$ cat src/rtl/mult_sched_pkg.sv
// Shared definitions for the round-robin multiplier scheduler: size limits,
// default pipeline depth and the round-robin pick function.
package mult_sched_pkg;

  localparam int NREQ_MAX    = 8;
  localparam int LAT_DEFAULT = 2;
  localparam int IDX_W       = $clog2(NREQ_MAX);

  // Returns a one-hot grant: the first set bit of valid found when searching
  // upward from ptr+1 and wrapping at nreq. Returns all zeros if nothing is set.
  function automatic logic [NREQ_MAX-1:0] rr_pick(
    input logic [NREQ_MAX-1:0] valid,
    input logic [IDX_W-1:0]    ptr,
    input int unsigned         nreq
  );
    logic [NREQ_MAX-1:0] grant;
    logic                found;
    int unsigned         idx;
    grant = '0;
    found = 1'b0;
    for (int unsigned k = 1; k <= NREQ_MAX; k++) begin
      idx = 32'(ptr) + k;
      if (idx >= nreq) idx = idx - nreq;
      if (k <= nreq && !found && valid[idx[IDX_W-1:0]]) begin
        grant[idx[IDX_W-1:0]] = 1'b1;
        found                 = 1'b1;
      end
    end
    return grant;
  endfunction

endpackage

$ cat src/rtl/mult_pipe_2clk.sv
// LAT-stage registered unsigned multiplier. A valid bit and a one-hot tag
// travel beside the data so each product can be routed back to its issuer.
// The last stage is the response register seen by the requesters.
module mult_pipe_2clk
  import mult_sched_pkg::*;
#(
  parameter int W     = 32,
  parameter int TAG_W = 2,
  parameter int LAT   = LAT_DEFAULT
) (
  input  logic             clk,
  input  logic             reset,
  input  logic             issue_valid,
  input  logic [TAG_W-1:0] issue_tag,
  input  logic [W-1:0]     op1,
  input  logic [W-1:0]     op2,
  output logic             done_valid,
  output logic [TAG_W-1:0] done_tag,
  output logic [W-1:0]     product
);

  logic             valid_q [LAT];
  logic [TAG_W-1:0] tag_q   [LAT];

  // Valid/tag shift register; the tag is zeroed with the valid bit so the
  // final stage can drive the one-hot response strobe directly.
  always_ff @(posedge clk or posedge reset) begin
    // NOTE: state is updated with <= so every stage samples the value from
    // before this edge; blocking assignments would collapse the shift chain.
    if (reset) begin
      for (int k = 0; k < LAT; k++) begin
        valid_q[k] <= 1'b0;
        tag_q[k]   <= '0;
      end
    end else begin
      valid_q[0] <= issue_valid;
      tag_q[0]   <= issue_valid ? issue_tag : '0;
      for (int k = 1; k < LAT; k++) begin
        valid_q[k] <= valid_q[k-1];
        tag_q[k]   <= tag_q[k-1];
      end
    end
  end

  assign done_valid = valid_q[LAT-1];
  assign done_tag   = tag_q[LAT-1];

  if (LAT == 1) begin : g_single
    logic [W-1:0] prod_q;

    // Single stage: the truncated product is registered at the issue edge.
    always_ff @(posedge clk or posedge reset) begin
      // NOTE: the data registers are reset as well because the product output
      // must read zero after reset; they load only with a valid bit, so the
      // last product is held between responses.
      if (reset)            prod_q <= '0;
      else if (issue_valid) prod_q <= op1 * op2;
    end

    assign product = prod_q;
  end else begin : g_multi
    logic [W-1:0] op1_q;
    logic [W-1:0] op2_q;
    logic [W-1:0] prod_q [1:LAT-1];

    // Stage 0 captures operands; stage 1 multiplies; later stages delay.
    always_ff @(posedge clk or posedge reset) begin
      if (reset) begin
        op1_q <= '0;
        op2_q <= '0;
        for (int k = 1; k < LAT; k++) prod_q[k] <= '0;
      end else begin
        if (issue_valid) begin
          op1_q <= op1;
          op2_q <= op2;
        end
        if (valid_q[0]) prod_q[1] <= op1_q * op2_q;
        for (int k = 2; k < LAT; k++) begin
          if (valid_q[k-1]) prod_q[k] <= prod_q[k-1];
        end
      end
    end

    assign product = prod_q[LAT-1];
  end

endmodule

$ cat src/rtl/mult_rr_scheduler.sv
// Round-robin scheduler sharing one pipelined multiplier among NREQ
// requesters. One operand pair is accepted per clock; its product returns to
// the issuing requester exactly LAT cycles later with a one-hot strobe.
module mult_rr_scheduler
  import mult_sched_pkg::*;
#(
  parameter int NREQ = 2,
  parameter int W    = 32,
  parameter int LAT  = LAT_DEFAULT
) (
  input  logic                       clk,
  input  logic                       reset,
  input  logic [NREQ-1:0]            req_valid,
  input  logic [NREQ*W-1:0]          req_op1,
  input  logic [NREQ*W-1:0]          req_op2,
  output logic [NREQ-1:0]            req_ready,
  output logic [NREQ-1:0]            rsp_valid,
  output logic [W-1:0]               rsp_data,
  output logic [$clog2(LAT+1)-1:0]   inflight
);

  localparam int PTR_W = (NREQ > 1) ? $clog2(NREQ) : 1;
  localparam int CNT_W = $clog2(LAT + 1);

  logic [PTR_W-1:0]    ptr_q;
  logic [PTR_W-1:0]    winner;
  logic [NREQ_MAX-1:0] valid_ext;
  logic [NREQ_MAX-1:0] grant_ext;
  logic [W-1:0]        sel_op1;
  logic [W-1:0]        sel_op2;
  logic                transfer;
  logic                retire;

  // Arbitration: widen the request vector for the shared pick function.
  always_comb begin
    // NOTE: every signal gets a default before conditional code so no path
    // leaves it unassigned, which would infer a latch.
    valid_ext           = '0;
    valid_ext[NREQ-1:0] = req_valid;
    grant_ext           = rr_pick(valid_ext, IDX_W'(ptr_q), NREQ);
  end

  if (NREQ < NREQ_MAX) begin : g_pad
    logic grant_unused;
    assign grant_unused = |grant_ext[NREQ_MAX-1:NREQ];
  end

  assign req_ready = grant_ext[NREQ-1:0];
  assign transfer  = |req_ready;

  // Winner index and AND-OR operand mux driven by the one-hot grant.
  always_comb begin
    winner  = '0;
    sel_op1 = '0;
    sel_op2 = '0;
    for (int i = 0; i < NREQ; i++) begin
      if (req_ready[i]) winner = PTR_W'(i);
      sel_op1 = sel_op1 | (req_op1[i*W +: W] & {W{req_ready[i]}});
      sel_op2 = sel_op2 | (req_op2[i*W +: W] & {W{req_ready[i]}});
    end
  end

  // Round-robin pointer moves to the winner only when a transfer happens.
  always_ff @(posedge clk or posedge reset) begin
    if (reset)         ptr_q <= PTR_W'(NREQ - 1);
    else if (transfer) ptr_q <= winner;
  end

  mult_pipe_2clk #(
    .W     (W),
    .TAG_W (NREQ),
    .LAT   (LAT)
  ) u_pipe (
    .clk         (clk),
    .reset       (reset),
    .issue_valid (transfer),
    .issue_tag   (req_ready),
    .op1         (sel_op1),
    .op2         (sel_op2),
    .done_valid  (retire),
    .done_tag    (rsp_valid),
    .product     (rsp_data)
  );

  // Occupancy counter: +1 on issue, -1 when a response is presented.
  always_ff @(posedge clk or posedge reset) begin
    if (reset) begin
      inflight <= '0;
    end else if (transfer && !retire) begin
      inflight <= inflight + CNT_W'(1);
    end else if (!transfer && retire) begin
      inflight <= inflight - CNT_W'(1);
    end
  end

endmodule

$ cat config.mk
export PLATFORM = sky130hd
export DESIGN_NAME = mult_rr_scheduler
export DESIGN_NICKNAME = d
export VERILOG_FILES = /design/src/rtl/mult_sched_pkg.sv /design/src/rtl/mult_pipe_2clk.sv /design/src/rtl/mult_rr_scheduler.sv
export SDC_FILE = /design/constraint.sdc
export NUM_CORES = 1
export LEC_CHECK = 0
export BUFFER_PORTS_ARGS = -buffer_cell sky130_fd_sc_hd__buf_2
export CAP_MARGIN = 30
export CORE_MARGIN = 2
export CORE_UTILIZATION = 45
export DETAILED_ROUTE_END_ITERATION = 16
export GPL_TIMING_DRIVEN = 0
export HOLD_SLACK_MARGIN = 0.02
export PLACE_DENSITY = 0.69
export SYNTH_ARGS = -nofsm -noshare
export SYNTH_HDL_FRONTEND = slang
export SYNTH_SLANG_ARGS = --single-unit
export TNS_END_PERCENT = 50
$ cat constraint.sdc
create_clock -name clk -period 20.6 [get_ports clk]
set_input_delay 4.12 -clock clk [delete_from_list [all_inputs] [get_ports clk]]
set_output_delay 4.12 -clock clk [all_outputs]
set_load 0.005 [all_outputs]
==> flow_summary.ini <==
[status]
outcome = finished, final reports clean

[critical_path]
crit_path_start_kind = input port
critPathMaxFanout = 10
crit_required_ns = 16.48
worst-setup-path-type = in -> out
ff2ff_path_depth = 23
reg2reg_to = u_pipe.product[31]
cp_data_arrival_time_ns = 5.82
critPathCaptureType = primary output
reg2reg_slack_ns = 12.10
timing.rr.start = u_pipe.g_multi.op1_q[2]

[cells_and_area]
n_antenna_cell = 0
nets = 3064
fin_area_sq_um = 22600
syn2layout_area_growth_pct = 9.49
drive_above_1_share_pct = 12.2

[sta]
finalSetupViolations = 0
final_max_slew_viol_count = 0
fin_crit_sh_pct = 48.3
clock.fmax_ghz = 0.101
finClkSkew_ns = 0.0115
setup_tns_ns = 0
tightest_slew_ns = 1.13
rsz0062_at_grt = false
slew_headroom_pct = 24.8
period_minus_slack_ns = 9.94
hold_viol = 0

[clock_network]
cts_setup_buffers = 0
cts_buffers = 9
root_buffer = clkbuf_16
tritoncts = built
ctsHoldBuffers = 0
post_cts_resized = 0
clkTransAtPathRegs_ns = 0.08
clkSinkCount = 105
htreeDepth = 3
insertion_delay_ns = 0.40
clock_tree.buffer_depth = 2

[detailed_routing]
dr.pass1.iters = 8
num_vias = 15900
wl_per_cell_microns = 21.2
drt_iter0_markers = 1078
wl_mm = 63.8
drt-vias-per-instance = 5.30
highest_layer = met4
wl_met2_mm = 29.7
met3_wirelength_mm = 4.68
drc = 0
final_antenna_net_count = 0
wl_met1_mm = 25.5

[floorplanning]
die_w_microns = 218
core_sq_um = 45300
start_util_pct = 45.6
ios = 170
dieArea_sq_um = 47600
die_y_microns = 218
placementRows = 78

[placed_design]
io_buffers = 167
hpwlAfterDp_mm = 54.0
gp_congestion = 0.949
place_area_sq_um = 22300

[synth]
synthArstFlopShare_pct = 100
synth_flop_cell = dfrtp_1
synthesis.nets = 2881
syn_area_sq_um = 20600
avgSynthCellArea_sq_um = 9.31
ys_seq_area_share_pct = 12.7
ys_seq_elements = 105
yosys_warnings = 0
synth_edf_count = 0
synth_cell_type_count = 49
synth_cells = 2217

[grt]
grt_max_degree = 64
grt-ovfl-total = 0
antenna_found_initial = 1
grt_pass1_vias = 17300
grt_pass1_wl_mm = 99.3
track_usage_pct = 28.0

[hold_path]
min_to = u_pipe.done_tag[0]
hold_path_class = reg -> reg
hold_depth = 0
hp-start = u_pipe.tag_q[2]

[run]
maxCapViolations = 0
==> layout make-up <==
class | instances | area (sq um)
fill | 4329 | 22700
multi-input combinational | 1576 | 16000
sequential | 105 | 2630
inverter | 406 | 1530
timing repair buffer | 172 | 920
tap | 600 | 751
buffer | 130 | 500
clock buffer | 10 | 229
clock inverter | 6 | 57.6
==> logic make-up after synthesis <==
kind of cell	count (synthesis)	share of synthesized area, %
and+or+nand+nor	722	16.9
AOI/OAI and AO/OA	145	4.88
DFF	105	12.7
muxes	90	4.93
adders and majority gates	532	47.1
xor gates and xnor gates	87	3.69
buffers and inverters	536	9.81
==> cells in the mapped netlist (2+ instances only) <==
cell	number	area [sq um]
o21a_1	4	30.0
a221oi_1	3	26.3
nor3_1	5	25.0
o22ai_1	65	407
o21bai_1	2	15.0
fa_1	408	8170
a211o_1	2	17.5
a31oi_1	4	25.0
buf_4	3	22.5
a211oi_2	2	25.0
a21oi_1	23	115
nor2_1	152	571
a21boi_0	3	22.5
nand2_1	257	965
clkbuf_1	120	450
inv_1	406	1520
nand4_1	3	18.8
xor2_1	20	175
o21ai_1	4	20.0
buf_1	6	22.5
nand2b_1	2	12.5
a31oi_4	2	42.5
o21ai_0	9	45.0
dfrtp_1	104	2600
ha_1	124	1550
nor2b_1	3	18.8
xnor2_1	67	587
mux2_2	89	1000
nand3b_1	2	15.0
o2111ai_1	2	17.5
nand3_1	6	30.0
and2_1	289	1810
a21o_1	10	75.1
==> worst max path at each step <==
| stage | start | end | cells past startpoint |
|---|---|---|---|
| 2_1_floorplan | req_valid[0] | req_ready[1] | 7 |
| 3_3_place_gp | req_valid[0] | req_ready[1] | 8 |
| 3_5_place_dp | req_valid[0] | req_ready[1] | 8 |
| 4_1_cts | req_valid[0] | req_ready[1] | 8 |
| 5_1_grt | req_valid[0] | req_ready[1] | 8 |
| 6_report | req_valid[0] | req_ready[1] | 8 |
==> sequential cells by signal, summed over array words and instances (netlist names) <==
signal	flops
u_pipe.product	32
u_pipe.g_multi.op2_q	32
u_pipe.done_valid	1
u_pipe.g_multi.op1_q	32
u_pipe.done_tag	2
ptr_q	1
u_pipe.tag_q	2
u_pipe.valid_q	1
inflight	2
==> metal layers <==
| layer | vias up | global-route usage (%) |
|---|---|---|
| li1 | 7012 | - |
| met1 | 8103 | 36.0 |
| met2 | 673 | 45.2 |
| met3 | 153 | 5.15 |
| met4 | 0 | 14.8 |
| met5 | - | 0 |
==> layout by cell type (no fill, tap or decap), drive strengths merged, types with 2 or more instances in the layout <==
master / count
inv: 411
fa: 408
and2: 289
nand2: 257
buf: 182
nor2: 152
clkbuf: 130
ha: 124
dfrtp: 104
mux2: 90
xnor2: 67
o22ai: 65
a21oi: 23
xor2: 20
o21ai: 14
a21o: 10
nand3: 7
a31oi: 6
nor3: 5
o21a: 4
a211oi: 4
a21boi: 3
nand4: 3
a221oi: 3
nor2b: 3
o21bai: 2
o2111ai: 2
nand2b: 2
a211o: 2
nand3b: 2
o211ai: 2
==> worst max-delay path: stages <==
cell	delay, ns
clkbuf_1	0.24
nand2_1	0.14
nand2_1	0.16
clkbuf_1	0.43
buf_1	0.40
inv_1	0.08
buf_4	0.14
buf_2	0.11
==> metrics by stage <==
step | instances | hold slack, ns | worst slack [ns] | util (%)
2_1_floorplan | 2217 | 0.331 | 11.29 | -
3_3_place_gp | 2984 | 0.340 | 10.68 | 49.1
3_5_place_dp | 2988 | 0.337 | 10.66 | 49.3
4_1_cts | 3004 | 0.364 | 10.65 | 49.9
5_1_grt | 3005 | 0.371 | 10.52 | 49.9
6_report | 3005 | 0.363 | 10.66 | 49.9
Power is not shown: default switching activity piles up to over one toggle a cycle in this logic, so the estimate is an artifact.
